[src/rtl/cache_dm_wb_if.sv]
// Bus bundle between a CPU, the direct-mapped cache and the line-burst adaptor.
// The cache side uses the slave modport; the environment driving it uses master.
interface cache_dm_wb_if;
  logic [31:0]  mem_address;
  logic         mem_read;
  logic         mem_write;
  logic [3:0]   mem_wmask;
  logic [31:0]  mem_wdata;
  logic [31:0]  mem_rdata;
  logic         mem_resp;
  logic [31:0]  pmem_address;
  logic [255:0] pmem_rdata;
  logic [255:0] pmem_wdata;
  logic         pmem_read;
  logic         pmem_write;
  logic         pmem_resp;

  modport slave (
    input  mem_address, mem_read, mem_write, mem_wmask, mem_wdata,
    input  pmem_rdata, pmem_resp,
    output mem_rdata, mem_resp,
    output pmem_address, pmem_wdata, pmem_read, pmem_write
  );

  modport master (
    output mem_address, mem_read, mem_write, mem_wmask, mem_wdata,
    output pmem_rdata, pmem_resp,
    input  mem_rdata, mem_resp,
    input  pmem_address, pmem_wdata, pmem_read, pmem_write
  );
endinterface

[src/rtl/cache_dm_wb.sv]
// Direct-mapped, write-back, write-allocate cache with 32-byte lines.
// Each set holds valid, dirty, tag and a full 256-bit line in flops.
// A miss on a dirty line writes the victim back before filling; after a fill
// the FSM returns to CHECK so the access then completes as an ordinary hit.
module cache_dm_wb #(
  parameter int S_INDEX = 3
) (
  input logic          clk,
  input logic          rst,
  cache_dm_wb_if.slave bus
);

  localparam int NUM_SETS = 1 << S_INDEX;
  localparam int TAG_W    = 27 - S_INDEX;

  localparam logic [1:0] IDLE  = 2'd0;
  localparam logic [1:0] CHECK = 2'd1;
  localparam logic [1:0] WB    = 2'd2;
  localparam logic [1:0] FILL  = 2'd3;

  logic [1:0]          state;
  logic [1:0]          state_next;
  logic [NUM_SETS-1:0] valid;
  logic [NUM_SETS-1:0] dirty;
  logic [TAG_W-1:0]    tag_arr  [NUM_SETS];
  logic [255:0]        line_arr [NUM_SETS];

  logic [S_INDEX-1:0]  index;
  logic [TAG_W-1:0]    req_tag;
  logic [2:0]          word;
  logic [7:0]          word_offset;
  logic [255:0]        cur_line;
  logic [31:0]         cur_word;
  logic [31:0]         merged_word;
  logic                hit;
  logic                is_write;
  logic                write_hit;
  logic                fill_done;

  assign index       = bus.mem_address[S_INDEX+4:5];
  assign req_tag     = bus.mem_address[31:S_INDEX+5];
  assign word        = bus.mem_address[4:2];
  assign word_offset = {word, 5'b0};
  assign cur_line    = line_arr[index];
  assign cur_word    = cur_line[word_offset +: 32];

  // A simultaneous read and write request is serviced as a write.
  assign is_write  = bus.mem_write;
  assign hit       = valid[index] && (tag_arr[index] == req_tag);
  assign write_hit = (state == CHECK) && hit && is_write;
  assign fill_done = (state == FILL) && bus.pmem_resp;

  // Byte-merge the CPU write data into the currently addressed word.
  always_comb begin
    merged_word = cur_word;
    for (int b = 0; b < 4; b++) begin
      if (bus.mem_wmask[b]) begin
        merged_word[b*8 +: 8] = bus.mem_wdata[b*8 +: 8];
      end
    end
  end

  // Next-state logic: hits finish in CHECK, misses go through WB and/or FILL.
  always_comb begin
    state_next = state;
    case (state)
      IDLE: begin
        if (bus.mem_read || bus.mem_write) begin
          state_next = CHECK;
        end
      end
      CHECK: begin
        if (hit) begin
          state_next = IDLE;
        end else if (valid[index] && dirty[index]) begin
          state_next = WB;
        end else begin
          state_next = FILL;
        end
      end
      WB: begin
        if (bus.pmem_resp) begin
          state_next = FILL;
        end
      end
      FILL: begin
        if (bus.pmem_resp) begin
          state_next = CHECK;
        end
      end
      default: state_next = IDLE;
    endcase
  end

  // State register; reset abandons any line transfer in progress.
  always_ff @(posedge clk or posedge rst) begin
    if (rst) begin
      state <= IDLE;
    end else begin
      state <= state_next;
    end
  end

  // Per-set valid/dirty bookkeeping: fills produce clean lines, write hits dirty them.
  always_ff @(posedge clk or posedge rst) begin
    if (rst) begin
      valid <= '0;
      dirty <= '0;
    end else if (fill_done) begin
      valid[index] <= 1'b1;
      dirty[index] <= 1'b0;
    end else if (write_hit) begin
      dirty[index] <= 1'b1;
    end
  end

  // Tag and line storage; not reset, and never written while reset is held.
  always_ff @(posedge clk) begin
    if (!rst) begin
      if (fill_done) begin
        line_arr[index] <= bus.pmem_rdata;
        tag_arr[index]  <= req_tag;
      end else if (write_hit) begin
        line_arr[index][word_offset +: 32] <= merged_word;
      end
    end
  end

  assign bus.mem_resp     = (state == CHECK) && hit;
  assign bus.mem_rdata    = cur_word;
  assign bus.pmem_read    = (state == FILL);
  assign bus.pmem_write   = (state == WB);
  assign bus.pmem_wdata   = cur_line;
  assign bus.pmem_address = (state == WB) ? {tag_arr[index], index, 5'b0}
                                          : {bus.mem_address[31:5], 5'b0};

endmodule

[src/flat_wrapper.sv]
// flat-port wrapper written by rule: the top's interface ports become plain ports
module cache_dm_wb_flat 
#(
  parameter int S_INDEX = 3
)
  (clk, rst, bus_mem_address, bus_mem_read, bus_mem_write, bus_mem_wmask, bus_mem_wdata, bus_pmem_rdata, bus_pmem_resp, bus_mem_rdata, bus_mem_resp, bus_pmem_address, bus_pmem_wdata, bus_pmem_read, bus_pmem_write);
  cache_dm_wb_if bus_i ();
  input logic clk;
  input logic rst;
  input wire logic [$bits(bus_i.mem_address)-1:0] bus_mem_address;
  input wire logic [$bits(bus_i.mem_read)-1:0] bus_mem_read;
  input wire logic [$bits(bus_i.mem_write)-1:0] bus_mem_write;
  input wire logic [$bits(bus_i.mem_wmask)-1:0] bus_mem_wmask;
  input wire logic [$bits(bus_i.mem_wdata)-1:0] bus_mem_wdata;
  input wire logic [$bits(bus_i.pmem_rdata)-1:0] bus_pmem_rdata;
  input wire logic [$bits(bus_i.pmem_resp)-1:0] bus_pmem_resp;
  output wire logic [$bits(bus_i.mem_rdata)-1:0] bus_mem_rdata;
  output wire logic [$bits(bus_i.mem_resp)-1:0] bus_mem_resp;
  output wire logic [$bits(bus_i.pmem_address)-1:0] bus_pmem_address;
  output wire logic [$bits(bus_i.pmem_wdata)-1:0] bus_pmem_wdata;
  output wire logic [$bits(bus_i.pmem_read)-1:0] bus_pmem_read;
  output wire logic [$bits(bus_i.pmem_write)-1:0] bus_pmem_write;
  assign bus_i.mem_address = bus_mem_address;
  assign bus_i.mem_read = bus_mem_read;
  assign bus_i.mem_write = bus_mem_write;
  assign bus_i.mem_wmask = bus_mem_wmask;
  assign bus_i.mem_wdata = bus_mem_wdata;
  assign bus_i.pmem_rdata = bus_pmem_rdata;
  assign bus_i.pmem_resp = bus_pmem_resp;
  assign bus_mem_rdata = bus_i.mem_rdata;
  assign bus_mem_resp = bus_i.mem_resp;
  assign bus_pmem_address = bus_i.pmem_address;
  assign bus_pmem_wdata = bus_i.pmem_wdata;
  assign bus_pmem_read = bus_i.pmem_read;
  assign bus_pmem_write = bus_i.pmem_write;
  cache_dm_wb #(.S_INDEX(S_INDEX)) u_core (.clk(clk), .rst(rst), .bus(bus_i));
endmodule
[config.mk]
export PLATFORM = sky130hd
export DESIGN_NAME = cache_dm_wb_flat
export DESIGN_NICKNAME = d
export VERILOG_FILES = /design/src/rtl/cache_dm_wb_if.sv /design/src/rtl/cache_dm_wb.sv /design/src/flat_wrapper.sv
export SDC_FILE = /design/constraint.sdc
export NUM_CORES = 2
export LEC_CHECK = 0
export ABC_AREA = 1
export CAP_MARGIN = 20
export CORE_AREA = 4 4 498 500
export DETAILED_ROUTE_END_ITERATION = 7
export DIE_AREA = 0 0 502 504
export PLACE_DENSITY = 0.57
export REMOVE_ABC_BUFFERS = 1
export SYNTH_ARGS = -nofsm -noshare
export SYNTH_HDL_FRONTEND = slang
export SYNTH_SLANG_ARGS = --single-unit
[constraint.sdc]
create_clock -name clk -period 8.1 [get_ports clk]
set_input_delay 1.62 -clock clk [delete_from_list [all_inputs] [get_ports clk]]
set_output_delay 1.62 -clock clk [all_outputs]
set_load 0.02 [all_outputs]
==> impl_summary.txt <==
----------------------------------------------------
[Global routing]
  Most Crowded Layer GR ... met2
  Maximum number of pins on one net before global-route repair ... 153
  Wire length of the first global-routing pass ... between 500 and 600 mm
  Antenna violations before repair ... 21
  Met3 Track Usage GR ... 0.07781
  Number of global-route vias before repair ... 67030
  Final global-route overflow total ... 0
  Met1 layer usage reported by global route ... 0.3936
  Global-route usage over all layers ... 0.2931
  Met2 Resource Use GR ... 0.4360

[Clock network]
  # hold bufs at CTS ... 0
  Root Buffer ... sky130_fd_sc_hd__clkbuf_16
  Buffers inserted by post-CTS timing repair ... 0
  Resize count post-CTS ... 0
  Number of buffers created by CTS ... 233
  # H-tree levels ... 4
  Latest clock arrival within the worst-skew pair ... 0.89 ns
  Clock-pin slew of the registers on the worst-case setup and hold paths ... roughly 0.06 ns
  Bufs on Longest Clock Path ... 3
  Total clock sinks ... 2258
  CTS tree ... built

[Setup path]
  Cell breakdown of the critical path ... buf_8 -> inv_8 -> buf_4 -> nor2_4 -> buf_4 -> nand2_1 -> nand2_1 -> nor2_1 -> nand2_1 -> o211ai_1 -> nand2_1 -> and2_1 -> buf_4
  Signal arrival time at the worst endpoint ... between 5 and 6 ns
  Critical path peak fanout ... 90
  Type of element capturing the critical path ... output pin
  Origin of the worst setup path ... bus_mem_address[5]
  Stage delay of the slowest cell on the critical path ... 0.56 ns
  CP delay by family, top ... buffers and inverters
  Setup crit start kind ... primary input
  Data required time of the worst path ... 6.48 ns
  Most frequent cell on the critical path ... sky130_fd_sc_hd__nand2_1
  Master of the slowest instance on the critical path ... sky130_fd_sc_hd__buf_4
  Beginning of the worst register-to-register path ... u_core.tag_arr[0][14]
  Buffering stage count on the worst path with inverters included ... 5
  Critical path start-end classification ... in -> out

[Die]
  Row Count ... about 180
  Die height ... 504 um
  Floorplan die width ... 502 um
  Top-Level Pins ... around 650
  Overall die area ... ~0.25 sq mm
  Effective utilization at floorplan ... 0.3992
  Core Region ... 0.2430 sq mm

[Routing]
  Initial detailed-routing violation count ... about 9700
  DR vias ... 73730
  Detail-routed net length per standard cell ... 29.17 um
  Post-detailed-route count of antenna-violating nets ... 0
  DRC violations left ... 0
  Via density per instance ... 5.607
  Routed Wire Length ... 383.6 mm
  Total iterations of the first detailed-routing run ... 6

[Yosys]
  Leading area contributor after synthesis ... sky130_fd_sc_hd__edfxtp_1
  Compound-gate portion of the synthesized area ... 0.07071
  Number of instances in the synthesized netlist ... 9157
  Most frequently used flop master after synthesis ... sky130_fd_sc_hd__edfxtp_1
  Post-synthesis share of cell area spent on full adders, half adders and majority gates ... 0.0007739
  Post-Synth Simple-Gate Area ... 0.1963
  Total number of yosys warnings ... 0
  Number of storage elements in the synthesis netlist ... 2258
  Async S/R FF share, synth ... 0.007972
  Post-synthesis sequential area ratio ... 0.6981
  Area share of the largest cell type after synthesis ... 0.6934
  Number of synthesized flops with an enable pin ... 2240
  Largest family of logic cells by synthesized area ... simple AND/OR/NAND/NOR gates
  Post-synthesis average cell area ... 10.59 sq um
  Area share of xor/xnor cells in the synthesized design ... 0
  Leading cell types by total area after synthesis ... sky130_fd_sc_hd__edfxtp_1 69%, sky130_fd_sc_hd__nand2_1 15%, sky130_fd_sc_hd__a21oi_1 4.6%
  Multiplexer area fraction after synthesis ... 0
  Synthesized cell area ... between 0.09 and 0.1 sq mm
  Number of distinct library cells after synthesis ... 35

[STA]
  Max-slew violations ... 0
  Worst setup margin ... 0.8903 ns
  Unrepaired setup endpoints after global routing ... no
  Final Hold Violating Endpoints ... 0
  Final setup TNS ... 0 ns
  Worst-margin pin slew ... 1.190 ns
  Setup clock skew after layout ... 0.05311 ns
  Maximum achievable frequency ... 138.7 MHz
  Minimum clock period ... around 7.2 ns
  Max transition margin ... 0.2049
  Final clock period utilization by the worst path ... 0.8901
  Final setup violating endpoints ... 0

[Final layout]
  Fraction of final layout cells sized beyond drive strength 1 ... 0.08356
  Cell area after layout ... 0.1165 sq mm
  Post-layout net count ... 10070
  Fillers ... roughly 22000
  Area of the multi-input gates ... around 0.027 sq mm
  Area of all sequential standard cells ... 0.06771 sq mm
  Final core utilization ... 0.4793
  Area growth from synthesis to final layout ... 20.07%

[Placement]
  Final Wtd Congestion ... 0.8920
  Post-placement setup slack ... 1.053 ns
  Count of buffers inserted at the top-level ports ... ~640
  Placed Area ... 0.1088 sq mm
  Dpl hpwl ... 245.8 mm

[Pwr]
  Largest vdd supply drop ... 0.2217 mV
  Static leakage power ... 43.42 nW
  Power, Total ... 27.14 mW
  Areal power density over the cells ... between 200 and 250 mW/mm^2

[Run]
  Count of max-cap constraint violations ... 0

[Run status]
  Run status ... finished clean

[Worst hold path]
  Class of the tightest hold or removal check ... reg -> reg
  Launch instance of the worst min-delay path ... u_core.valid[0]

----------------------------------------------------
-- metrics by stage --
stage | instances | hold slack (ns)
floorplan | 8579 | 0.4278
global placement | 12700 | 0.4407
detailed placement | 12700 | 0.4458
CTS | 13130 | 0.4585
global route | 13140 | 0.4844
finish | 13150 | 0.4643
-- synth_stat cells (6+ instances only) --
library cell	number
sky130_fd_sc_hd__a21oi_1	883
sky130_fd_sc_hd__and2_1	33
sky130_fd_sc_hd__buf_1	84
sky130_fd_sc_hd__buf_2	171
sky130_fd_sc_hd__buf_4	14
sky130_fd_sc_hd__clkbuf_1	313
sky130_fd_sc_hd__dfrtp_1	18
sky130_fd_sc_hd__edfxtp_1	2240
sky130_fd_sc_hd__ha_1	6
sky130_fd_sc_hd__inv_1	220
sky130_fd_sc_hd__inv_2	7
sky130_fd_sc_hd__nand2_1	3868
sky130_fd_sc_hd__nand3_1	250
sky130_fd_sc_hd__nand3b_1	10
sky130_fd_sc_hd__nand4_1	283
sky130_fd_sc_hd__nor2_1	241
sky130_fd_sc_hd__nor3_1	9
sky130_fd_sc_hd__o211ai_1	30
sky130_fd_sc_hd__o21ai_0	411
sky130_fd_sc_hd__o21ai_1	8
sky130_fd_sc_hd__or2_1	9
sky130_fd_sc_hd__or2_2	19
-- layer usage --
layer  share of wire  routed length [um]
met5         0.00017                  64
met2            0.44              168000
met4           0.061               23580
met3            0.12               45510
met1            0.38              146400
-- layout make-up --
| type | count | area share |
|---|---|---|
| Sequential cell | 2258 | 0.5814 |
| Multi-Input combinational cell | 6092 | 0.2309 |
| Timing Repair Buffer | 917 | 0.07997 |
| Clock buffer | 285 | 0.05274 |
| Tap cell | 3202 | 0.03440 |
| Clock inverter | 152 | 0.01269 |
| Inverter | 229 | 0.007574 |
| Antenna cell | 15 | 0.0003223 |
-- flip-flops by register name, indices dropped and copies added, names as in the netlist, named ones only --
| register | count |
|---|---|
| u_core.state | 2 |
| u_core.line_arr | 2048 |
| u_core.valid | 8 |
| u_core.tag_arr | 192 |
-- cell usage in the layout (no fill, tap or decap), drive strengths merged --
cell type and instances:
nand2 3868, edfxtp 2240, a21oi 883, clkdlybuf4s50 559
o21ai 419, buf 358, clkbuf 285, nand4 283
nand3 255, nor2 244, inv 238, clkinv 107
and2 34, or2 31, o211ai 30, bufinv 24
dfrtp 18, diode 15, clkinvlp 12, nand3b 10
nor3 9, ha 6, a22o 5, conb 5
a22oi 4, o21a 2, o21bai 1, a31oi 1
o22ai 1, o41ai 1
-- cell families after synthesis --
| family | after synthesis |
|---|---|
| compound gates | 1347 |
| other cells | 1 |
| flops | 2258 |
| fa+ha+maj | 6 |
| simple gates | 4734 |
| buf+inv | 811 |
-- tightest hold or removal path: stages, from the launching register on --
cell                      delay, ns
sky130_fd_sc_hd__dfrtp_1       0.32
sky130_fd_sc_hd__inv_1         0.05
sky130_fd_sc_hd__o21ai_0       0.06
-- path summary, 6_finish.rpt --
check,slack (ns),end,depth (start not counted)
worst min-delay path,0.46,u_core.valid[0],2
worst min register to register,0.46,u_core.valid[0],2
max in group asynchronous,6.16,u_core.valid[3],2
worst max-delay path,0.89,bus_mem_rdata[7],13
min in group asynchronous,1.38,u_core.state[1],2
worst max register to register,3.60,u_core.line_arr[1][54],17
-- power breakdown --
| part | leakage, nW | switching [mW] | internal, mW | total [mW] |
|---|---|---|---|---|
| clock network | 3.71 | 4.61 | 6.14 | 10.8 |
| registers | 20.3 | 0.0412 | 13.0 | 13.1 |
| logic | 19.4 | 2.42 | 0.902 | 3.32 |
| total | 43.4 | 7.07 | 20.1 | 27.1 |
Power figures use the tool's default switching activity.
